## src/rtl/shooter_renderer.sv

```systemverilog
// Pixel stage behind the VGA timing generator: ship, one bullet,
// registered 1-bit RGB and syncs delayed one clock to match.
module shooter_renderer #(
  parameter int H_ACTIVE    = 299,
  parameter int V_ACTIVE    = 476,
  parameter int SHIP_W      = 16,
  parameter int SHIP_H      = 8,
  parameter int SHIP_Y      = 460,
  parameter int SHIP_STEP   = 2,
  parameter int BULLET_W    = 2,
  parameter int BULLET_H    = 6,
  parameter int BULLET_STEP = 4
) (
  input  logic       clk,
  input  logic       rst_n,
  input  logic [8:0] V_pos,
  input  logic [8:0] H_pos,
  input  logic       VGA_enable,
  input  logic       V_sync,
  input  logic       H_sync,
  input  logic       btn_left,
  input  logic       btn_right,
  input  logic       btn_fire,
  output logic       red,
  output logic       green,
  output logic       blue,
  output logic       V_sync_o,
  output logic       H_sync_o
);

  localparam logic [9:0] L_SHIP_MAX = 10'(H_ACTIVE - SHIP_W);
  localparam logic [8:0] L_SHIP_RST = 9'((H_ACTIVE - SHIP_W) / 2);
  localparam logic [9:0] L_SHIP_W   = 10'(SHIP_W);
  localparam logic [9:0] L_SHIP_H   = 10'(SHIP_H);
  localparam logic [9:0] L_SHIP_Y   = 10'(SHIP_Y);
  localparam logic [9:0] L_STEP     = 10'(SHIP_STEP);
  localparam logic [9:0] L_BW       = 10'(BULLET_W);
  localparam logic [9:0] L_BH       = 10'(BULLET_H);
  localparam logic [9:0] L_BSTEP    = 10'(BULLET_STEP);
  localparam logic [8:0] L_B_Y0     = 9'(SHIP_Y - BULLET_H);
  localparam logic [8:0] L_B_XOFF   = 9'd7;
  localparam int         L_UNUSED   = V_ACTIVE;

  typedef enum logic [1:0] {
    S_IDLE,
    S_FLY,
    S_WAIT
  } bstate_t;

  logic [2:0] r_btn_s1;
  logic [2:0] r_btn_s2;
  logic       r_v_prev;
  logic [8:0] r_ship_x;
  bstate_t    r_state;
  logic [8:0] r_bx;
  logic [8:0] r_by;

  logic       w_tick;
  logic       w_left;
  logic       w_right;
  logic       w_fire;
  logic [9:0] w_inc;
  logic [9:0] w_dec;
  logic [8:0] w_ship_nxt;
  bstate_t    w_state_nxt;
  logic [8:0] w_bx_nxt;
  logic [8:0] w_by_nxt;
  logic [9:0] w_h;
  logic [9:0] w_v;
  logic [9:0] w_sx;
  logic [9:0] w_bx;
  logic [9:0] w_by;
  logic       w_ship_hit;
  logic       w_bullet_hit;

  assign w_tick  = r_v_prev & ~V_sync;
  assign w_left  = r_btn_s2[0];
  assign w_right = r_btn_s2[1];
  assign w_fire  = r_btn_s2[2];

  // Two-flop button synchronizers and previous V_sync for edge detect
  always_ff @(posedge clk or negedge rst_n) begin
    if (!rst_n) begin
      r_btn_s1 <= '0;
      r_btn_s2 <= '0;
      r_v_prev <= 1'b0;
    end else begin
      r_btn_s1 <= {btn_fire, btn_right, btn_left};
      r_btn_s2 <= r_btn_s1;
      r_v_prev <= V_sync;
    end
  end

  // Ship position with saturating move, no wrap below zero
  always_comb begin
    w_inc      = {1'b0, r_ship_x} + L_STEP;
    w_dec      = {1'b0, r_ship_x} - L_STEP;
    w_ship_nxt = r_ship_x;
    if (w_left && !w_right) begin
      if ({1'b0, r_ship_x} < L_STEP) w_ship_nxt = '0;
      else w_ship_nxt = w_dec[8:0];
    end else if (w_right && !w_left) begin
      if (w_inc > L_SHIP_MAX) w_ship_nxt = L_SHIP_MAX[8:0];
      else w_ship_nxt = w_inc[8:0];
    end
  end

  // Ship register, updated once per frame
  always_ff @(posedge clk or negedge rst_n) begin
    if (!rst_n) r_ship_x <= L_SHIP_RST;
    else if (w_tick) r_ship_x <= w_ship_nxt;
  end

  // Bullet next state: launch, climb, then wait for fire release
  always_comb begin
    w_state_nxt = r_state;
    w_bx_nxt    = r_bx;
    w_by_nxt    = r_by;
    unique case (r_state)
      S_IDLE: begin
        if (w_fire) begin
          w_state_nxt = S_FLY;
          w_bx_nxt    = r_ship_x + L_B_XOFF;
          w_by_nxt    = L_B_Y0;
        end
      end
      S_FLY: begin
        if ({1'b0, r_by} < L_BSTEP)
          w_state_nxt = w_fire ? S_WAIT : S_IDLE;
        else
          w_by_nxt = r_by - L_BSTEP[8:0];
      end
      S_WAIT: begin
        if (!w_fire) w_state_nxt = S_IDLE;
      end
      default: w_state_nxt = S_IDLE;
    endcase
  end

  // Bullet state register, advances only on the frame tick
  always_ff @(posedge clk or negedge rst_n) begin
    if (!rst_n) begin
      r_state <= S_IDLE;
      r_bx    <= '0;
      r_by    <= '0;
    end else if (w_tick) begin
      r_state <= w_state_nxt;
      r_bx    <= w_bx_nxt;
      r_by    <= w_by_nxt;
    end
  end

  assign w_h  = {1'b0, H_pos};
  assign w_v  = {1'b0, V_pos};
  assign w_sx = {1'b0, r_ship_x};
  assign w_bx = {1'b0, r_bx};
  assign w_by = {1'b0, r_by};

  assign w_ship_hit = (w_h >= w_sx) && (w_h < w_sx + L_SHIP_W)
                   && (w_v >= L_SHIP_Y) && (w_v < L_SHIP_Y + L_SHIP_H);

  assign w_bullet_hit = (r_state == S_FLY)
                     && (w_h >= w_bx) && (w_h < w_bx + L_BW)
                     && (w_v >= w_by) && (w_v < w_by + L_BH);

  // Registered colour with bullet over ship over background
  always_ff @(posedge clk or negedge rst_n) begin
    if (!rst_n) begin
      {red, green, blue} <= 3'b000;
      V_sync_o           <= 1'b0;
      H_sync_o           <= 1'b0;
    end else begin
      V_sync_o <= V_sync;
      H_sync_o <= H_sync;
      if (!VGA_enable)       {red, green, blue} <= 3'b000;
      else if (w_bullet_hit) {red, green, blue} <= 3'b100;
      else if (w_ship_hit)   {red, green, blue} <= 3'b010;
      else                   {red, green, blue} <= 3'b001;
    end
  end

endmodule

```

## config.mk

```make
export PLATFORM = sky130hd
export DESIGN_NAME = shooter_renderer
export DESIGN_NICKNAME = d
export VERILOG_FILES = /design/src/rtl/shooter_renderer.sv
export SDC_FILE = /design/constraint.sdc
export NUM_CORES = 1
export LEC_CHECK = 0
export ABC_CLOCK_PERIOD_IN_PS = 2810
export BUFFER_PORTS_ARGS = -buffer_cell sky130_fd_sc_hd__buf_2
export CAP_MARGIN = 10
export CORE_ASPECT_RATIO = 0.7
export CORE_MARGIN = 3
export CORE_UTILIZATION = 42
export CTS_CLUSTER_DIAMETER = 40
export CTS_CLUSTER_SIZE = 28
export DETAILED_ROUTE_END_ITERATION = 7
export GPL_TIMING_DRIVEN = 1
export PLACE_DENSITY = 0.69
export SLEW_MARGIN = 20
export SYNTH_ARGS = -nofsm -noshare
export SYNTH_HDL_FRONTEND = slang
export SYNTH_SLANG_ARGS = --single-unit
```

## constraint.sdc

```tcl
create_clock -name clk -period 2.81 [get_ports clk]
set_input_delay 0.562 -clock clk [delete_from_list [all_inputs] [get_ports clk]]
set_output_delay 0.562 -clock clk [all_outputs]
set_load 0.01 [all_outputs]
```

==> Yosys cells after proc, flatten, opt, wreduce, memory -nomap -nowiden <==
Index checks and enable logic that the tools add are counted.
{ "totals": {"wordCells": 75, "register_bits": 40, "out_inout_bits": 5, "input_bits": 26} }
{ "classes": {"n_addsub": 7, "n_reduce_logical": 18, "n_lt_le_gt_ge": 11, "n_eq_ne": 6, "mux": 20, "n_bitwise": 2} }
{ "ops": {"columns": ["operator", "count"], "rows": [
  ["two-way mux 9 bit", 6],
  ["less-than comparator 9 x 10 -> 1 bit", 3],
  ["greater-or-equal comparator 9 bit", 3],
  ["adder 9 x 2 -> 10 bit, second input constant", 2],
  ["case mux 9 bit (2 select lines)", 1],
  ["adder 9 x 3 -> 10 bit, second input constant", 1],
  ["adder 9 x 5 -> 10 bit, second input constant", 1],
  ["> comparator 10 x 9 -> 1 bit, second input constant", 1],
  ["adder 9 x 3 -> 9 bit, second input constant", 1],
  ["greater-or-equal comparator 9 bit, second input constant", 1],
  ["logical AND 1 bit", 9],
  ["less-than comparator 9 x 2 -> 1 bit, second input constant", 1],
  ["less-than comparator 9 x 3 -> 1 bit, second input constant", 1],
  ["less-than comparator 9 bit, second input constant", 1],
  ["subtractor 9 x 2 -> 9 bit, second input constant", 1],
  ["subtractor 9 x 3 -> 9 bit, second input constant", 1],
  ["two-way mux 1 bit", 8],
  ["two-way mux 2 bit", 4],
  ["inequality test 2 bit, second input constant", 4],
  ["AND reduction 4 bit", 2],
  ["case mux 2 bit (3 select lines)", 1],
  ["nonzero test 2 bit", 2],
  ["AND reduction 3 bit", 1],
  ["equality test 2 x 1 -> 1 bit, second input constant", 1],
  ["other kinds (6)", 7]
]} }

==> Longest topological paths before layout <==
{ "depth": {"depth_word": 8, "mapped_depth": 12, "depth_no_buf": 12} }

==> Worst setup path after synthesis <==
Ideal clock, no wire load.
{ "synth_path": {"path_kind": "register to register", "from": "register r_bx[1]", "to": "register blue", "synth_period_minus_slack_ps": 2710, "arrival_ps": 2590, "path_slack_ps": 100, "setup_ps": 120, "path_stages_with_launch": 12, "path_cell_list": "dfrtp_1 > ha_1 > and3_1 > and3_1 > xnor2_1 > ha_1 > a211oi_1 > nor3b_1 > o211ai_1 > a2111oi_0 > o211ai_1 > and3_1"} }
{ "synth_between": {"elab_chain_len": 7, "word_cells_on_any_way": 9, "classes_between": "add/sub (1); order compare (2); mux (2); reduce/logical (4)"} }
{ "synth_lines": {"columns": ["item", "line_no", "rtl"], "rows": [
  ["start, declared", "55", "logic [8:0] r_bx;"],
  ["start signal, assigned", "148", "r_bx <= w_bx_nxt;"],
  ["adder 9 x 2 -> 10 bit / greater-or-equal comparator 9 bit (equally long branches)", "163", "&& (w_h >= w_bx) && (w_h < w_bx + L_BW)"],
  ["less-than comparator 9 x 10 -> 1 bit / logical AND 1 bit (equally long branches)", "163", null],
  ["logical AND 1 bit (*)", "163", null],
  ["logical AND 1 bit (*) (2 in series)", "164", "&& (w_v >= w_by) && (w_v < w_by + L_BH);"],
  ["two-way mux 1 bit (*)", "176", "else if (w_bullet_hit) {red, green, blue} <= 3'b100;"],
  ["two-way mux 1 bit (*)", "175", "if (!VGA_enable) {red, green, blue} <= 3'b000;"],
  ["end signal, assigned", "175", null],
  ["end signal, assigned", "176", null],
  ["end signal, assigned", "177", "else if (w_ship_hit) {red, green, blue} <= 3'b010;"],
  ["end, declared", "26", "output logic blue,"]
]} }
Mark *: on every way between the ends. The rest lies on a longest branch, timed or not.
A chain may end at the register's enable or synchronous reset.

==> Final worst setup path <==
{ "layout_path": {"from": "register r_bx[2]", "to": "register green"} }
{ "layout_between": {"elab_chain_len": 7, "word_cells_on_any_way": 9, "classes_between": "add/sub (1); order compare (2); mux (2); reduce/logical (4)"} }
{ "layout_lines": {"columns": ["item", "line_no", "rtl"], "rows": [
  ["adder 9 x 2 -> 10 bit / greater-or-equal comparator 9 bit (equally long branches)", "163", null],
  ["less-than comparator 9 x 10 -> 1 bit / logical AND 1 bit (equally long branches)", "163", null],
  ["logical AND 1 bit (*)", "163", null],
  ["logical AND 1 bit (*) (2 in series)", "164", null],
  ["two-way mux 1 bit (*)", "176", null],
  ["two-way mux 1 bit (*)", "175", null],
  ["end signal, assigned", "175", null],
  ["end signal, assigned", "176", null],
  ["end signal, assigned", "177", null],
  ["end, declared", "25", "output logic green,"]
]} }
Marked as above.

==> reports/results.tsv <==
metric	value	unit
antenna_left	0	
rsz0062_at_grt	true	
antenna_found_initial	0	
layout.nets	535	
setup_viol_count_final	0	
grt_overflow	0	
drtIter0Drc	159	
die_w	116	um
grtUsageMet1	28.1	%
fin_crit_sh	98.3	%
ys.flop_type	dfrtp_1	
synthCells	411	
cts_hold_buf	0	
io_pins	31	
worst_pin_slew	913	ps
ys_seq_area_share	27.7	%
status	finished, final reports clean	
start_kind	register	
grt_util_met3	2.99	%
htree_levels	2	
die_area	9600	um^2
yosys-top-cells-area	dfrtp_1, ha_1, xnor2_1, nand2_1, o21ai_0	
wirelength	8880	um
min_period	2760	ps
place_inst	539	
grt_pass1_vias	2934	
drc	0	
grt_max_degree	40	
port_buffers	29	
path_max_fanout	3	
max-cap-violations	0	
cts_buffers	5	
cp.required	2980	ps
initial_core_util	44.1	%
globalRouteTotalUtil	18.3	%
layout.cells.non_filler	552	
num_antenna_cells	0	
fillers	752	
synth_commonest_cells	ha_1, nand2_1, dfrtp_1, inv_1	
yosys.area.top_type	dfrtp_1	
end_kind	register	
syn_nets	496	
rows	27	
critical_path_class	reg2reg	
relSlewSlack	39.1	%
postSynthAreaPerCell	8.62	um^2
cts_tree	done	
coreArea	8040	um^2
async_flop_share	100	%
route.vias.total	3219	
place_hpwl	6700	um
clockRootBuffer	clkbuf_16	
grt_pass1_wl	14300	um
slowest_delay	410	ps
first_pass_iters	5	
synth_top_cell_area_share	24.7	%
synthDistinctLibCells	57	
fp.dieH	82.9	um
netlist_area	3540	um^2
power_leakage	1.85	nW
final_max_slew_viol_count	0	
worstHoldPathType	reg2reg	
clock_path_buffers	2	
synth-seq-cells	39	
top_usage_layer	met1	
skew	4.93	ps
ys_warn_count	0	
place.gp.congestion	0.912	
clock_sink_count	39	
synth.most_common_cell	ha_1	
power_density	985	nW/um^2
drive_gt1_share	17.5	%
avgRoutedWirePerCell	16.1	um
synth_enable_flop_cells	0	
design_area	4140	um^2
routed_via_density	5.83	
slowest_stage	dfrtp_1	
path_cells	ha_2, and3_4, and3_4, xnor2_2, ha_4, a211oi_2, nor3b_2, o211ai_1, a2111oi_2, o211ai_1, nor3b_2	
report.final.hold_viol_count	0	
ir_worst_vdd	0.329	mV
timing.fmax	362	MHz
path_clk_slew	60	ps
placed_cell_area	3840	um^2
clkLatencyLatePin	280	ps
area_growth	16.8	%
r2r_slack	50	ps
met2_usage	26.3	%
cp_data_arrival_time	2930	ps
-- worst paths after layout --
| path | startpoint | endpoint | cells after the start |
|---|---|---|---|
| max | r_bx[2] | green | 11 |
| min | r_btn_s1[2] | r_btn_s2[2] | 0 |
| max reg2reg | r_bx[2] | green | 11 |
| min reg2reg | r_btn_s1[2] | r_btn_s2[2] | 0 |
| max in group asynchronous | rst_n | r_ship_x[1] | 1 |
| min in group asynchronous | rst_n | r_ship_x[6] | 1 |
-- power breakdown --
part	internal, mW	switching (mW)
clock	0.447	0.241
combinational	1.07	1.28
sequential	0.760	0.285
-- final cells by class --
| class | instances | area (um^2) | share of cell area (%) |
|---|---|---|---|
| clock buffers | 6 | 139 | 3.35 |
| clock inverters | 2 | 38.8 | 0.937 |
| inverters | 32 | 123 | 2.96 |
| multi-input cells | 325 | 2440 | 59.1 |
| flip-flops and latches | 39 | 981 | 23.7 |
| well taps | 101 | 126 | 3.05 |
| repair buffers | 47 | 288 | 6.95 |
-- through the flow --
stage	worst slack, ps	hold WS (ps)	power, mW	TNS (ps)	utilization, %
global route	-130	355	4.42	-253	51.5
floorplan	100	266	2.60	0	-
finish	46.9	353	4.08	0	51.5
global placement	-60.9	333	3.12	-99.1	47.8
CTS	-36.9	355	3.99	-61.3	50.9
detailed placement	-161	341	3.20	-323	47.8
-- per-layer routing --
layer / part of all wire (%) / vias up
met5: 0 / -
met1: 50 / 1537
met2: 42 / 93
li1: - / 1576
met4: 1.9 / 0
met3: 5.8 / 13
-- placed cells by master (no fill, tap or decap), types with 3 or more instances in the layout --
| cell type | Yosys | final |
|---|---|---|
| a211oi_1 | 6 | 5 |
| a21o_1 | 4 | 4 |
| a21oi_1 | 24 | 24 |
| a31oi_1 | 4 | 4 |
| and2_1 | 4 | 4 |
| and3_4 | 1 | 3 |
| buf_2 | 8 | 29 |
| buf_4 | 1 | 16 |
| clkbuf_16 | 0 | 5 |
| dfrtp_1 | 35 | 35 |
| dfstp_2 | 4 | 4 |
| ha_1 | 59 | 56 |
| inv_1 | 30 | 29 |
| nand2_1 | 36 | 36 |
| nand2b_1 | 8 | 8 |
| nand3_1 | 19 | 19 |
| nand4_1 | 6 | 6 |
| nor2_1 | 21 | 21 |
| nor2b_1 | 3 | 3 |
| nor3_1 | 9 | 9 |
| nor4_1 | 6 | 5 |
| o211ai_1 | 7 | 7 |
| o21a_1 | 4 | 4 |
| o21ai_0 | 26 | 26 |
| o21bai_1 | 3 | 3 |
| o22ai_1 | 3 | 3 |
| or3_1 | 5 | 5 |
| xnor2_1 | 26 | 25 |
-- cell families (layout without fill, tap and decap cells) --
kind of cell               count (synthesis)  after routing  share of synthesized area [%]
DFF                                       39             39                           27.7
AOI/OAI and AO/OA                        103            103                           19.3
and+or+nand+nor                          136            136                           20.2
adders and majority gates                 59             59                           20.8
xor gates and xnor gates                  27             27                           6.67
buffers and inverters                     47             87                           5.37
-- critical path: cells and delay by family, from the launching register on --
kind | cells | cell delay [ps]
adders and majority gates | 2 | 450
and+or+nand+nor | 4 | 770
DFF | 1 | 410
xor gates and xnor gates | 1 | 180
AOI/OAI and AO/OA | 4 | 850
-- sequential cells by signal (all words and copies together) (netlist names), 2 cells and up --
register  flops
r_by          8
r_bx          9
r_state       2
r_btn_s1      3
r_ship_x      9
r_btn_s2      3
-- repair_timing --
item | CTS | global route
buffers inserted | 4 | 1
pin swaps | 8 | 8
endpoints found under the setup margin | 3 | 3
gates resized for setup | 10 | 7
Note: power is estimated with default switching activity, not from simulation.
